$ cat config.mk
export PLATFORM = sky130hd
export DESIGN_NAME = eth_hdr_insert_flat
export DESIGN_NICKNAME = d
export VERILOG_FILES = /design/src/rtl/eth_pkg.sv /design/src/rtl/eth_hdr_insert_if.sv /design/src/rtl/eth_hdr_insert.sv /design/src/flat_wrapper.sv
export SDC_FILE = /design/constraint.sdc
export NUM_CORES = 2
export LEC_CHECK = 0
export BUFFER_PORTS_ARGS = -buffer_cell sky130_fd_sc_hd__buf_2
export CELL_PAD_IN_SITES_DETAIL_PLACEMENT = 0
export CELL_PAD_IN_SITES_GLOBAL_PLACEMENT = 1
export CORE_AREA = 2 2 475 477
export DETAILED_ROUTE_END_ITERATION = 16
export DIE_AREA = 0 0 477 479
export PLACE_DENSITY_LB_ADDON = 0.25
export SLEW_MARGIN = 20
export SYNTH_ARGS = -nofsm -noshare
export SYNTH_HDL_FRONTEND = slang
export SYNTH_SLANG_ARGS = --single-unit
$ cat constraint.sdc
create_clock -name clk -period 3.1 [get_ports clk]
set_clock_uncertainty 0.2 [all_clocks]
set_input_delay 0.31 -clock clk [delete_from_list [all_inputs] [get_ports clk]]
set_output_delay 0.31 -clock clk [all_outputs]
set_load 0.02 [all_outputs]
$ cat src/rtl/eth_pkg.sv
// Shared Ethernet constants, FSM state encoding and header helpers
// for the TX header inserter.
package eth_pkg;

  localparam int ETH_HDR_BYTES = 14;
  localparam logic [15:0] ETH_TYPE_USR = 16'h88B5;
  localparam logic [47:0] ETH_DST_MAC = 48'h02_00_00_00_00_01;
  localparam logic [47:0] ETH_SRC_MAC = 48'h02_00_00_00_00_02;

  typedef enum logic [1:0] {
    IDLE = 2'd0,
    BODY = 2'd1,
    TAIL = 2'd2
  } state_t;

  // Empty count of the extra beat that carries the last HDR_BYTES payload bytes.
  function automatic int calc_tail_empty(input int e, input int b, input int hdr_bytes);
    return b - hdr_bytes + e;
  endfunction

  function automatic logic [ETH_HDR_BYTES*8-1:0] make_hdr(
    input logic [47:0] dst,
    input logic [47:0] src,
    input logic [15:0] eth_type
  );
    return {dst, src, eth_type};
  endfunction

endpackage

$ cat src/rtl/eth_hdr_insert_if.sv
// Payload-in / frame-out stream bundle of the header inserter.
// The slave modport is the inserter; the master modport is the user/MAC side.
interface eth_hdr_insert_if
  import eth_pkg::*;
#(
  parameter int DATA_W    = 512,
  parameter int EMPTY_W   = $clog2(DATA_W/8),
  parameter int HDR_BYTES = ETH_HDR_BYTES
);

  logic [HDR_BYTES*8-1:0] in_hdr;
  logic [DATA_W-1:0]      in_data;
  logic                   in_valid;
  logic                   in_sop;
  logic                   in_eop;
  logic [EMPTY_W-1:0]     in_empty;
  logic                   in_ready;

  logic [DATA_W-1:0]      out_data;
  logic                   out_valid;
  logic                   out_sop;
  logic                   out_eop;
  logic [EMPTY_W-1:0]     out_empty;
  logic                   out_ready;

  modport slave (
    input  in_hdr, in_data, in_valid, in_sop, in_eop, in_empty,
    output in_ready,
    output out_data, out_valid, out_sop, out_eop, out_empty,
    input  out_ready
  );

  modport master (
    output in_hdr, in_data, in_valid, in_sop, in_eop, in_empty,
    input  in_ready,
    input  out_data, out_valid, out_sop, out_eop, out_empty,
    output out_ready
  );

endinterface

$ cat src/rtl/eth_hdr_insert.sv
// Prepends a per-frame header to a byte-packed payload stream, realigning every
// beat by HDR_BYTES and adding a tail beat only when the last bytes overflow.
module eth_hdr_insert
  import eth_pkg::*;
#(
  parameter int DATA_W    = 512,
  parameter int EMPTY_W   = $clog2(DATA_W/8),
  parameter int HDR_BYTES = ETH_HDR_BYTES,
  parameter int CNT_W     = 32
)(
  input  logic             clk,
  input  logic             rst,
  eth_hdr_insert_if.slave  bus,
  output logic [CNT_W-1:0] pkt_cnt,
  output logic [CNT_W-1:0] drop_cnt
);

  localparam int B = DATA_W/8;
  localparam int H = HDR_BYTES*8;

  state_t             state_r;
  logic [H-1:0]       carry_r;
  logic [EMPTY_W-1:0] e_last_r;
  logic [DATA_W-1:0]  out_data_r;
  logic               out_valid_r;
  logic               out_sop_r;
  logic               out_eop_r;
  logic [EMPTY_W-1:0] out_empty_r;
  logic [CNT_W-1:0]   pkt_cnt_r;
  logic [CNT_W-1:0]   drop_cnt_r;

  logic               out_free_s;
  logic               accept_s;
  logic [DATA_W-1:0]  keep_s;
  logic [DATA_W-1:0]  din_s;
  logic               fits_s;
  state_t             nxt_state_s;
  logic               nxt_eop_s;
  logic [EMPTY_W-1:0] nxt_empty_s;

  assign out_free_s    = !out_valid_r || bus.out_ready;
  assign bus.in_ready  = out_free_s && (state_r != TAIL);
  assign accept_s      = bus.in_valid && bus.in_ready;

  assign bus.out_data  = out_data_r;
  assign bus.out_valid = out_valid_r;
  assign bus.out_sop   = out_sop_r;
  assign bus.out_eop   = out_eop_r;
  assign bus.out_empty = out_empty_r;
  assign pkt_cnt       = pkt_cnt_r;
  assign drop_cnt      = drop_cnt_r;

  // Zero the unused bytes of an eop beat so they never leak into the frame or the carry.
  always_comb begin
    keep_s = {DATA_W{1'b1}};
    if (bus.in_eop) begin
      keep_s = {DATA_W{1'b1}} << {bus.in_empty, 3'b000};
    end else begin
      keep_s = {DATA_W{1'b1}};
    end
    din_s = bus.in_data & keep_s;
  end

  // EOP rule: finish in this beat if the shifted-out bytes were all empty, else owe a tail.
  always_comb begin
    fits_s      = (bus.in_empty >= EMPTY_W'(HDR_BYTES));
    nxt_state_s = BODY;
    nxt_eop_s   = 1'b0;
    nxt_empty_s = {EMPTY_W{1'b0}};
    if (!bus.in_eop) begin
      nxt_state_s = BODY;
    end else if (fits_s) begin
      nxt_state_s = IDLE;
      nxt_eop_s   = 1'b1;
      nxt_empty_s = bus.in_empty - EMPTY_W'(HDR_BYTES);
    end else begin
      nxt_state_s = TAIL;
    end
  end

  // Framing FSM, output register stage and statistics counters.
  always_ff @(posedge clk) begin
    if (rst) begin
      state_r     <= IDLE;
      carry_r     <= {H{1'b0}};
      e_last_r    <= {EMPTY_W{1'b0}};
      out_data_r  <= {DATA_W{1'b0}};
      out_valid_r <= 1'b0;
      out_sop_r   <= 1'b0;
      out_eop_r   <= 1'b0;
      out_empty_r <= {EMPTY_W{1'b0}};
      pkt_cnt_r   <= {CNT_W{1'b0}};
      drop_cnt_r  <= {CNT_W{1'b0}};
    end else begin
      if (out_valid_r && bus.out_ready && out_eop_r) begin
        pkt_cnt_r <= pkt_cnt_r + CNT_W'(1);
      end
      if (bus.out_ready) begin
        out_valid_r <= 1'b0;
      end

      case (state_r)
        IDLE: begin
          if (accept_s && bus.in_sop) begin
            out_data_r  <= {bus.in_hdr, din_s[DATA_W-1:H]};
            out_valid_r <= 1'b1;
            out_sop_r   <= 1'b1;
            out_eop_r   <= nxt_eop_s;
            out_empty_r <= nxt_empty_s;
            carry_r     <= din_s[H-1:0];
            e_last_r    <= bus.in_empty;
            state_r     <= nxt_state_s;
          end else if (accept_s) begin
            drop_cnt_r  <= drop_cnt_r + CNT_W'(1);
          end
        end
        BODY: begin
          // A stray mid-frame sop is deliberately treated as an ordinary body beat.
          if (accept_s) begin
            out_data_r  <= {carry_r, din_s[DATA_W-1:H]};
            out_valid_r <= 1'b1;
            out_sop_r   <= 1'b0;
            out_eop_r   <= nxt_eop_s;
            out_empty_r <= nxt_empty_s;
            carry_r     <= din_s[H-1:0];
            e_last_r    <= bus.in_empty;
            state_r     <= nxt_state_s;
          end
        end
        TAIL: begin
          if (out_free_s) begin
            out_data_r  <= {carry_r, {(DATA_W-H){1'b0}}};
            out_valid_r <= 1'b1;
            out_sop_r   <= 1'b0;
            out_eop_r   <= 1'b1;
            out_empty_r <= EMPTY_W'(calc_tail_empty(int'(e_last_r), B, HDR_BYTES));
            state_r     <= IDLE;
          end
        end
        default: begin
          state_r     <= IDLE;
          out_valid_r <= 1'b0;
        end
      endcase
    end
  end

endmodule
$ cat src/flat_wrapper.sv
// flat-port wrapper written by rule: the top's interface ports become plain ports
module eth_hdr_insert_flat import eth_pkg::*;
#(
  parameter int DATA_W    = 512,
  parameter int EMPTY_W   = $clog2(DATA_W/8),
  parameter int HDR_BYTES = ETH_HDR_BYTES,
  parameter int CNT_W     = 32
)
  (clk, rst, pkt_cnt, drop_cnt, bus_in_hdr, bus_in_data, bus_in_valid, bus_in_sop, bus_in_eop, bus_in_empty, bus_in_ready, bus_out_data, bus_out_valid, bus_out_sop, bus_out_eop, bus_out_empty, bus_out_ready);
  eth_hdr_insert_if #(.DATA_W(DATA_W), .EMPTY_W(EMPTY_W), .HDR_BYTES(HDR_BYTES)) bus_i ();
  input  logic clk;
  input  logic rst;
  output logic [CNT_W-1:0] pkt_cnt;
  output logic [CNT_W-1:0] drop_cnt;
  input wire logic [$bits(bus_i.in_hdr)-1:0] bus_in_hdr;
  input wire logic [$bits(bus_i.in_data)-1:0] bus_in_data;
  input wire logic [$bits(bus_i.in_valid)-1:0] bus_in_valid;
  input wire logic [$bits(bus_i.in_sop)-1:0] bus_in_sop;
  input wire logic [$bits(bus_i.in_eop)-1:0] bus_in_eop;
  input wire logic [$bits(bus_i.in_empty)-1:0] bus_in_empty;
  output wire logic [$bits(bus_i.in_ready)-1:0] bus_in_ready;
  output wire logic [$bits(bus_i.out_data)-1:0] bus_out_data;
  output wire logic [$bits(bus_i.out_valid)-1:0] bus_out_valid;
  output wire logic [$bits(bus_i.out_sop)-1:0] bus_out_sop;
  output wire logic [$bits(bus_i.out_eop)-1:0] bus_out_eop;
  output wire logic [$bits(bus_i.out_empty)-1:0] bus_out_empty;
  input wire logic [$bits(bus_i.out_ready)-1:0] bus_out_ready;
  assign bus_i.in_hdr = bus_in_hdr;
  assign bus_i.in_data = bus_in_data;
  assign bus_i.in_valid = bus_in_valid;
  assign bus_i.in_sop = bus_in_sop;
  assign bus_i.in_eop = bus_in_eop;
  assign bus_i.in_empty = bus_in_empty;
  assign bus_in_ready = bus_i.in_ready;
  assign bus_out_data = bus_i.out_data;
  assign bus_out_valid = bus_i.out_valid;
  assign bus_out_sop = bus_i.out_sop;
  assign bus_out_eop = bus_i.out_eop;
  assign bus_out_empty = bus_i.out_empty;
  assign bus_i.out_ready = bus_out_ready;
  eth_hdr_insert #(.DATA_W(DATA_W), .EMPTY_W(EMPTY_W), .HDR_BYTES(HDR_BYTES), .CNT_W(CNT_W)) u_core (.clk(clk), .rst(rst), .bus(bus_i), .pkt_cnt(pkt_cnt), .drop_cnt(drop_cnt));
endmodule
==> results.cfg <==
[timing]
setup_viol = 0
rsz0062_at_grt = yes
max_freq_mhz = 332
period_share_pct = 97.3
hold_viol = 0
period_needed_ns = 3.02
final_max_slew_viol_count = 0
tns_ns = 0
max_slew_margin_pct = 25.4
whs_ns = 0.107
tightest_slew_ns = 1.12

[clocking]
cts_sinks = 705
cts_made_buffers = 98
cts_setup_buffers = 0
path_clk_slew_ns = 0.05
worstSkewPairLatency_ns = 0.72
ctsRootBufferMaster = clkbuf_16
tritoncts = built
htreeDepth = 3
clockBufferDepth = 3

[critical_path]
critPathRequiredTime_ns = 3.49
ff2ff_setup_slack_ns = 0.08
crit_top_cell = buf_4
r2r_start = u_core.state_r[1]$_SDFFE_PP0P_
crit_end = u_core.bus.out_data[463]$_SDFFE_PP0P_
reg2reg_to = u_core.bus.out_data[463]$_SDFFE_PP0P_
worst-path-buf-inv = 5
cp.depth = 10
ff2ff_path_depth = 10
crit_type = reg -> reg
crit_chain = inv_1 > ha_1 > buf_4 > a2111oi_0 > buf_4 > nor2_4 > buf_12 > a221oi_1 > buf_4 > nor3_1
crit_start = u_core.state_r[1]$_SDFFE_PP0P_
critPathSlowestCell = a221oi_1
crit_fanout = 54
crit_path_end_kind = flip-flop
cp.arrival_ns = 3.40
cp-start-kind = flip-flop
critPathTopFamily = compound AO/OA/AOI/OAI gates
max_stage_delay_ns = 0.60

[run_status]
outcome = finished clean

[cells_and_area]
fin_cells = 7766
drive_above_1_share_pct = 32.8
layout.nets = 5319
syn2layout_area_growth_pct = 76.4
final_area_um2 = 46000

[logic_synthesis]
synth_top_area_share_pct = 54.1
syn_inst = 2802
ys_warn_count = 0
synth_edf_count = 0
avgSynthCellArea_um2 = 9.31
synthDistinctLibCells = 57
synthArstFlopShare_pct = 0
yosysSeqAreaShare_pct = 54.1
synth_area_leader_cell = dfxtp_1
synth_area_leaders = dfxtp_1, a22o_1, nor2_1
synth_flop_cell = dfxtp_1
synthesis.nets = 3450
ys_seq_elements = 705
syn_area_um2 = 26100

[power_and_ir_drop]
ir_worst_vdd_mv = 0.361
total_power_w = 0.0277
p_leak_nw = 19.6
cellPowerDensity_nw_per_um2 = 602

[floorplanning]
core_region_area_um2 = 224000
row_count = 174
die_area_um2 = 228000
ios = 1222
die_w_um = 477
start_util_pct = 11.7
fp.dieH_um = 479

[place]
dp_cells = 6926
hpwl_mm = 148
place_area_um2 = 36300
place_congestion = 0.865
port_buffers = 1221

[global_route]
grt_pass1_wl_mm = 250
grt_usage_pct = 15.6
grt_pass1_vias = 29508
grt-ovfl-total = 0
grt_start_max_net_pins = 163
antenna_found_initial = 60

[run]
maxCapViolCount = 0

[min_path]
hold_class = in -> reg

[drt]
ant_nets = 0
avgRoutedWirePerCell_um = 24.0
drc = 0
wirelength_mm = 187
first_pass_iters = 5
vias = 29473
via_per_inst = 3.80
drt-initial-drc-count = 1517
==> final cells by class <==
cell class | instances | area (µm²)
flip-flops and latches | 705 | 14100
clock inverters | 41 | 457
multi-input cells | 1864 | 11000
clock buffers | 137 | 2750
well taps | 2992 | 3740
inverters | 12 | 47.5
fillers | 25030 | 178000
diodes | 25 | 62.6
repair buffers | 1990 | 13800
==> power by group <==
part,internal (W),total [W],switching [W],leakage (nW)
combinational,0.00220,0.00604,0.00384,12.2
clock,0.00663,0.0115,0.00483,1.55
sequential,0.00977,0.0102,0.000418,5.76
total,0.0186,0.0277,0.00909,19.6
==> sequential cells by signal, summed over array words and instances (netlist names) <==
name                  count
u_core.bus.out_eop        1
u_core.pkt_cnt           32
u_core.bus.out_valid      1
u_core.bus.out_empty      6
u_core.bus.out_sop        1
u_core.carry_r          112
u_core.drop_cnt          32
u_core.bus.out_data     512
u_core.state_r            2
u_core.e_last_r           6
==> routing by layer <==
metal | part of all wire, % | routed length [µm] | vias up | track usage (%)
li1 | - | - | 13969 | -
met1 | 40 | 75100 | 14068 | 18.1
met2 | 47 | 87500 | 1153 | 25.8
met3 | 8.5 | 15900 | 263 | 5.46
met4 | 4.2 | 7900 | 20 | 6.62
met5 | 0.073 | 136 | - | 0
==> layout by cell type, fill, tap and decap left out, types with 98 or more instances in the layout <==
cell | netlist | final
a22oi_1 | 182 | 181
nor3_1 | 132 | 132
dlygate4sd3_1 | 0 | 636
clkbuf_16 | 0 | 98
nor2_1 | 390 | 387
a221oi_1 | 116 | 113
a22o_1 | 168 | 168
a21oi_1 | 213 | 210
dfxtp_1 | 705 | 705
buf_2 | 41 | 1220
nand3_1 | 191 | 190
nand2_1 | 218 | 217
buf_4 | 3 | 108
==> Yosys cell counts, drive strengths merged, types with 2 or more instances <==
| cell type | count |
|---|---|
| o221a | 2 |
| xor2 | 27 |
| nor3b | 2 |
| nand2 | 218 |
| nand2b | 6 |
| clkbuf | 158 |
| nor3 | 133 |
| a21oi | 216 |
| o21ai | 26 |
| xnor2 | 28 |
| buf | 64 |
| a211oi | 4 |
| nand4 | 33 |
| nor2 | 407 |
| inv | 11 |
| a31oi | 6 |
| a221oi | 116 |
| ha | 12 |
| or3 | 14 |
| a22o | 168 |
| o211ai | 2 |
| and3 | 7 |
| a22oi | 182 |
| mux2i | 6 |
| nand3 | 191 |
| nor2b | 9 |
| a21o | 5 |
| dfxtp | 705 |
| and2 | 4 |
| nor4 | 19 |
| and4 | 7 |
==> tightest hold or removal path, delay by kind of cell <==
family	cells	cell delay (ns)
buf+inv	2	0.60
compound gates	1	0.10
==> repair_timing <==
| item | CTS | global route |
|---|---|---|
| hold endpoints to repair | 636 | 0 |
| hold buffers | 636 | 0 |
| endpoints found under the setup margin | 0 | 22 |
| resized for setup | 0 | 5 |
==> metrics by stage <==
stage | setup WS [ns] | utilization, %
floorplan | 0.470 | -
global placement | 0.0648 | 16.3
detailed placement | 0.105 | 16.3
CTS | 0.116 | 20.5
global route | -0.0194 | 20.6
finish | 0.0841 | 20.6
==> cell families (layout without fill, tap and decap cells) <==
| kind of cell | after synthesis | in the layout | synth area share, % |
|---|---|---|---|
| AOI/OAI and AO/OA | 737 | 737 | 20.5 |
| adders and majority gates | 12 | 12 | 0.575 |
| DFF | 705 | 705 | 54.1 |
| and+or+nand+nor | 1052 | 1053 | 18.7 |
| buffers and inverters | 234 | 2180 | 4.01 |
| xor gates and xnor gates | 55 | 55 | 1.85 |
| other | 0 | 25 | 0 |
| muxes | 7 | 7 | 0.273 |
==> worst min path at each step <==
stage / from / endpoint / cells past startpoint
floorplan: bus_in_data[112] / u_core.bus.out_data[0]$_SDFFE_PP0P_ / 1
global placement: u_core.bus.out_data[113]$_SDFFE_PP0P_ / u_core.bus.out_data[113]$_SDFFE_PP0P_ / 2
detailed placement: u_core.bus.out_data[13]$_SDFFE_PP0P_ / u_core.bus.out_data[13]$_SDFFE_PP0P_ / 2
CTS: bus_in_data[485] / u_core.bus.out_data[373]$_SDFFE_PP0P_ / 3
global route: bus_in_data[423] / u_core.bus.out_data[311]$_SDFFE_PP0P_ / 3
finish: bus_in_data[423] / u_core.bus.out_data[311]$_SDFFE_PP0P_ / 3
No activity file was read; power rests on OpenSTA's default activity.
